[src/rtl/frogger_game_fsm_pkg.sv]
// Shared Frogger game-flow definitions: state encodings, tile codes and playfield constants.
package frogger_game_fsm_pkg;

  typedef enum logic [2:0] {
    ST_IDLE      = 3'd0,
    ST_PLAY      = 3'd1,
    ST_DYING     = 3'd2,
    ST_SCORED    = 3'd3,
    ST_GAME_OVER = 3'd4
  } state_e;

  typedef enum logic [1:0] {
    TILE_WALL  = 2'd0,
    TILE_ROAD  = 2'd1,
    TILE_WATER = 2'd2,
    TILE_GOAL  = 2'd3
  } tile_e;

  localparam int COORD_W_DEF = 6;
  localparam int GAME_W      = 40;
  localparam int GAME_H      = 30;
  localparam int START_X     = 20;
  localparam int START_Y     = 29;

endpackage

[src/rtl/frogger_game_fsm_collide.sv]
// NUM_CARS-way tile comparator: flags any car sharing the frog's tile.
module frogger_game_fsm_collide #(
  parameter int NUM_CARS = 10,
  parameter int COORD_W  = 6
) (
  input  logic [COORD_W-1:0]          frog_x_i,
  input  logic [COORD_W-1:0]          frog_y_i,
  input  logic [NUM_CARS*COORD_W-1:0] car_x_i,
  input  logic [NUM_CARS*COORD_W-1:0] car_y_i,
  output logic                        hit_any_o
);

  always_comb begin
    hit_any_o = 1'b0;
    for (int k = 0; k < NUM_CARS; k++) begin
      if ((car_x_i[k*COORD_W +: COORD_W] == frog_x_i) &&
          (car_y_i[k*COORD_W +: COORD_W] == frog_y_i))
        hit_any_o = 1'b1;
    end
  end

endmodule

[src/rtl/frogger_game_fsm.sv]
// Frogger game-flow controller: lives, score, level and the
// IDLE/PLAY/DYING/SCORED/GAME_OVER sequencing, all outputs registered.
module frogger_game_fsm
  import frogger_game_fsm_pkg::*;
#(
  parameter int NUM_CARS       = 10,
  parameter int COORD_W        = COORD_W_DEF,
  parameter int SCORE_W        = 7,
  parameter int SCORE_MAX      = 99,
  parameter int NUM_LIVES      = 3,
  parameter int MAX_LEVEL      = 7,
  parameter int LEVEL_UP_SCORE = 5,
  parameter int GOAL_ROW       = 0,
  parameter int DEATH_FRAMES   = 60,
  parameter int SCORE_FRAMES   = 30
) (
  input  logic                        i_Clk,
  input  logic                        i_Rst,
  input  logic                        i_Frame_Tick,
  input  logic                        i_Game_Start,
  input  logic [COORD_W-1:0]          i_Frogger_X,
  input  logic [COORD_W-1:0]          i_Frogger_Y,
  input  logic [NUM_CARS*COORD_W-1:0] i_Car_X,
  input  logic [NUM_CARS*COORD_W-1:0] i_Car_Y,
  input  logic                        i_Tile_Hazard,
  output logic [2:0]                  o_State,
  output logic [2:0]                  o_Lives,
  output logic [SCORE_W-1:0]          o_Score,
  output logic [2:0]                  o_Level,
  output logic                        o_Move_Enable,
  output logic                        o_Frog_Reset,
  output logic                        o_Collided
);

  localparam int CNT_MAX = (DEATH_FRAMES > SCORE_FRAMES) ? DEATH_FRAMES : SCORE_FRAMES;
  localparam int CNT_W   = (CNT_MAX > 1) ? $clog2(CNT_MAX) : 1;

  function automatic logic [SCORE_W-1:0] sat_score(input logic [SCORE_W-1:0] s);
    return (s >= SCORE_W'(SCORE_MAX)) ? s : s + SCORE_W'(1);
  endfunction

  state_e             state_q;
  logic [2:0]         lives_q;
  logic [2:0]         level_q;
  logic [SCORE_W-1:0] score_q;
  logic [CNT_W-1:0]   cnt_q;
  logic               move_en_q;
  logic               frog_rst_q;
  logic               collided_q;

  logic               car_hit;
  logic               hit_d;
  logic [SCORE_W-1:0] score_d;
  logic [2:0]         level_d;
  logic               cnt_done_d;

  frogger_game_fsm_collide #(
    .NUM_CARS (NUM_CARS),
    .COORD_W  (COORD_W)
  ) u_collide (
    .frog_x_i  (i_Frogger_X),
    .frog_y_i  (i_Frogger_Y),
    .car_x_i   (i_Car_X),
    .car_y_i   (i_Car_Y),
    .hit_any_o (car_hit)
  );

  assign hit_d   = car_hit | i_Tile_Hazard;
  assign score_d = sat_score(score_q);
  // Level bumps on every new score that is a nonzero multiple of LEVEL_UP_SCORE.
  assign level_d = ((score_d != '0) && ((score_d % SCORE_W'(LEVEL_UP_SCORE)) == '0) &&
                    (level_q < 3'(MAX_LEVEL))) ? level_q + 3'd1 : level_q;
  assign cnt_done_d = (state_q == ST_DYING) ? (cnt_q == CNT_W'(DEATH_FRAMES - 1))
                                            : (cnt_q == CNT_W'(SCORE_FRAMES - 1));

  always_ff @(posedge i_Clk) begin
    if (i_Rst) begin
      state_q    <= ST_IDLE;
      lives_q    <= 3'd0;
      level_q    <= 3'd1;
      score_q    <= '0;
      cnt_q      <= '0;
      move_en_q  <= 1'b0;
      frog_rst_q <= 1'b0;
      collided_q <= 1'b0;
    end else begin
      frog_rst_q <= 1'b0;
      collided_q <= 1'b0;
      case (state_q)
        ST_IDLE, ST_GAME_OVER: begin
          if (i_Game_Start) begin
            state_q    <= ST_PLAY;
            lives_q    <= 3'(NUM_LIVES);
            score_q    <= '0;
            level_q    <= 3'd1;
            cnt_q      <= '0;
            frog_rst_q <= 1'b1;
            move_en_q  <= 1'b1;
          end
        end
        ST_PLAY: begin
          // A hit outranks a goal crossing in the same cycle.
          if (hit_d) begin
            state_q    <= ST_DYING;
            lives_q    <= lives_q - 3'd1;
            collided_q <= 1'b1;
            cnt_q      <= '0;
            move_en_q  <= 1'b0;
          end else if (i_Frogger_Y == COORD_W'(GOAL_ROW)) begin
            state_q   <= ST_SCORED;
            score_q   <= score_d;
            level_q   <= level_d;
            cnt_q     <= '0;
            move_en_q <= 1'b0;
          end
        end
        ST_DYING, ST_SCORED: begin
          if (i_Frame_Tick) begin
            if (cnt_done_d) begin
              cnt_q      <= '0;
              frog_rst_q <= 1'b1;
              if ((state_q == ST_DYING) && (lives_q == 3'd0)) begin
                state_q <= ST_GAME_OVER;
              end else begin
                state_q   <= ST_PLAY;
                move_en_q <= 1'b1;
              end
            end else begin
              cnt_q <= cnt_q + CNT_W'(1);
            end
          end
        end
        default: begin
          state_q   <= ST_IDLE;
          move_en_q <= 1'b0;
        end
      endcase
    end
  end

  assign o_State       = state_q;
  assign o_Lives       = lives_q;
  assign o_Score       = score_q;
  assign o_Level       = level_q;
  assign o_Move_Enable = move_en_q;
  assign o_Frog_Reset  = frog_rst_q;
  assign o_Collided    = collided_q;

endmodule
[config.mk]
export PLATFORM = sky130hd
export DESIGN_NAME = frogger_game_fsm
export DESIGN_NICKNAME = d
export VERILOG_FILES = /design/src/rtl/frogger_game_fsm_pkg.sv /design/src/rtl/frogger_game_fsm_collide.sv /design/src/rtl/frogger_game_fsm.sv
export SDC_FILE = /design/constraint.sdc
export NUM_CORES = 1
export LEC_CHECK = 0
export CAP_MARGIN = 20
export CORE_UTILIZATION = 35
export DETAILED_ROUTE_END_ITERATION = 10
export GPL_ROUTABILITY_DRIVEN = 0
export GPL_TIMING_DRIVEN = 0
export PLACE_DENSITY = 0.7
export SYNTH_ARGS = -nofsm -noshare
export SYNTH_HDL_FRONTEND = slang
export SYNTH_SLANG_ARGS = --single-unit
export TNS_END_PERCENT = 30
[constraint.sdc]
create_clock -name i_Clk -period 4.5 [get_ports i_Clk]
set_clock_uncertainty 0.2 [all_clocks]
set_input_delay 0.675 -clock i_Clk [delete_from_list [all_inputs] [get_ports i_Clk]]
set_output_delay 0.675 -clock i_Clk [all_outputs]
set_load 0.05 [all_outputs]
==> out/metrics.yaml <==
outcome:
  status: "finished, violations left"
  violations: "setup timing"
clocking:
  cts_root_buf: "clkbuf_8"
  cts_buffer_depth: 2
  cts_tree: "yes"
  ctsHoldBuffers: 0
  numCtsBuffers: 3
  cts_sinks: 25
  clkTransAtPathRegs_ps: 90
  htreeDepth: 1
  clock_latency_ps: 270
worst_setup_path:
  cp_max_fo: 5
  r2r_cells: 21
  path_cells: "buf_6 -> and4_4 -> and4b_2 -> or2_4 -> ha_4 -> buf_6 -> a211oi_2 -> o22ai_1 -> o22a_1 -> ha_4 -> o21ai_2 -> a211oi_2 -> a311o_1 -> a2111oi_4 -> o21a_2 -> o2bb2ai_4 -> mux2i_2 -> or4_4 -> a21oi_4 -> a21oi_2 -> a41o_1"
  worst_setup_path_end_kind: "register"
  cpLargestDelayFamily: "compound AO/OA/AOI/OAI gates"
  timing.rr.start: "o_Score[0]"
  cp_slowest_stage_delay_ps: 530
  worstSetupStartpointType: "register"
  cp_slowest_cell: "or4_4"
  critical_path_buf_inv_count: 2
  rrSetupSlack_ps: -320
  critical_path_arrival_ps: 4790
  cp_data_required_time_ps: 4470
  critical_path_class: "register to register"
  r2r_end: "o_Level[1]"
synthesis:
  syn-cell-area_um2: 3900
  muxShareOfSynthArea: 0.00801
  synth_compound_area_frac: 0.196
  synthAdderAreaFrac: 0.0320
  synthSimpleGateAreaFrac: 0.274
  async_flop_share: 0
  synth_xor_xnor_area_share: 0.285
  yosysSeqAreaShare: 0.128
  synth.distinct_cells: 78
  yosysTopAreaCellShare: 0.253
  synth_top_family_by_area: "XOR/XNOR gates"
  syn_inst: 505
  postSynthAreaPerCell_um2: 7.73
  synth_area_leaders: "xnor2_1 (25%), dfxtp_1 (13%), nand4_1 (6.2%), a21oi_1 (3.5%), ha_1 (3.2%)"
  syn-num-nets: 652
  synth_seq_cells: 25
  synth_top_area_cell: "xnor2_1"
  synth_warnings: 0
  synth-edff-count: 0
  ys.flop_type: "dfxtp_1"
timing:
  setup_slack_ps: -317
  final_max_slew_viol_count: 0
  setup_viol: 3
  tightestPinTransition_ps: 1010
  rsz0062_at_grt: "yes"
  slew_headroom: 0.320
  hold_viol: 0
  min_period_over_period: 1.07
  fmax_mhz: 208
  finalCriticalPeriod_ps: 4820
worst_hold_path:
  hold_end: "o_Lives[2]"
  hold_start: "o_Lives[2]"
  holdPathStages: 2
  holdCritPathClass: "register to register"
route:
  vias_per_cell: 5.51
  ant_nets: 0
  remaining_drc_errors: 0
  dr.first_iter.drc_count: 326
  wirelength_um: 14100
  drt_first_pass_iters: 5
  wire_per_inst_um: 17.2
  num_vias: 4521
global_route:
  grtUsageTotal: 0.242
  grt_max_degree: 15
  grt_antenna_before_repair: 0
  grt_pass1_vias: 4649
  grt_overflow_total: 0
  grt_pass1_wl_um: 22300
final_layout:
  diodes: 0
  nets: 829
  synthToLayoutAreaGrowth_pct: 52.5
  stdcell_count: 821
  final_common_cell: "clkdlybuf4s50_1"
  final_cell_mix: "clkdlybuf4s50_1 (148), xnor2_1 (113), nand4_1 (39)"
  final_util: 0.549
  layout-drive-gt1-share: 0.169
die:
  core-area_um2: 10800
  row_count: 38
  die_w_um: 108
  dieArea_um2: 11600
  start_util: 0.360
  fp.dieH_um: 108
  io_pins: 156
pwr:
  p_per_area_nw_per_um2: 172
  fin_total_pwr_uw: 1020
  ir_drop_mv: 0.154
  p_leak_uw: 0.00203
run:
  maxCapViolCount: 0
placement:
  post-place-cells: 793
  hpwl_um: 11100
  port_buffers: 148
==> logic make-up (layout without fill, tap and decap cells) <==
group,count (synthesis),count (layout)
simple gates,193,193
fa+ha+maj,10,10
buf+inv,47,223
xor+xnor,127,127
mux,3,3
flops,25,25
compound gates,100,100
==> cell type report <==
type	instances	area [µm²]
Buffer	32	245
Clock buffer	3	41.3
Clock inverter	1	5.00
Fill cell	1009	4890
Inverter	14	57.6
Multi-Input combinational cell	433	3240
Sequential cell	25	517
Tap cell	140	175
Timing Repair Buffer	173	1670
==> cells in the mapped netlist (all sizes together) (6+ instances only) <==
cell type and instances:
a21oi 30, and3 8, buf 24, clkbuf 9, dfxtp 25, ha 10, inv 14, nand2 31
nand3 18, nand4 39, nor2 28, nor3 20, nor4 6, o21ai 17, or2 7, or3 8
xnor2 113, xor2 14
==> stage by stage <==
stage                     TNS, ps  setup slack (ps)  hold slack [ps]  instance area (µm²)
after floorplan              -620              -240              266                 3970
after global placement      -1580              -553              278                 5620
after detailed placement    -1990              -691              289                 5620
after CTS                    -854              -305              302                 5860
after global routing        -1260              -426              330                 5950
final                        -919              -317              294                 5950
==> layer usage <==
layer | GRT usage | up-vias | wire length [µm]
li1 | - | 2178 | -
met1 | 0.254 | 2097 | 5130
met2 | 0.483 | 212 | 7650
met3 | 0.0363 | 34 | 918
met4 | 0.0793 | 0 | 391
met5 | 0 | - | 0
==> tightest hold or removal path: cells and delay by family (launching register included) <==
family	cells	cell delay, ps
AND/OR/NAND/NOR	1	60
flip-flops	1	330
AO/OA/AOI/OAI	1	60
==> sequential cells by signal (all words and copies together) (netlist names) <==
| signal | cells |
|---|---|
| o_Frog_Reset | 1 |
| cnt_q | 6 |
| o_Level | 3 |
| o_State | 3 |
| o_Lives | 3 |
| o_Collided | 1 |
| o_Move_Enable | 1 |
| o_Score | 7 |
==> repair_timing <==
item,CTS,global route
gates cloned,0,0
endpoints found under the setup margin,3,3
gates resized for setup,15,15
setup buffers,21,4
pin swaps,22,19
==> worst max-delay path by stage <==
| stage | startpoint | endpoint | slack [ps] | cells after the start |
|---|---|---|---|---|
| after global placement | o_Score[1] | o_Level[1] | -550 | 24 |
| after floorplan | o_Score[3] | o_Level[1] | -240 | 23 |
| after detailed placement | o_Score[1] | o_Level[1] | -690 | 24 |
| after CTS | o_Score[0] | o_Level[1] | -300 | 22 |
| final | o_Score[0] | o_Level[1] | -320 | 21 |
| after global routing | o_Score[0] | o_Level[1] | -430 | 21 |
==> where the power goes <==
part / internal, µW / total [µW] / switching [µW]
logic: 284 / 620 / 335
clock network: 62.1 / 135 / 73.0
registers: 245 / 266 / 21.0
total: 592 / 1020 / 430
(Power assumes the default switching activity.)
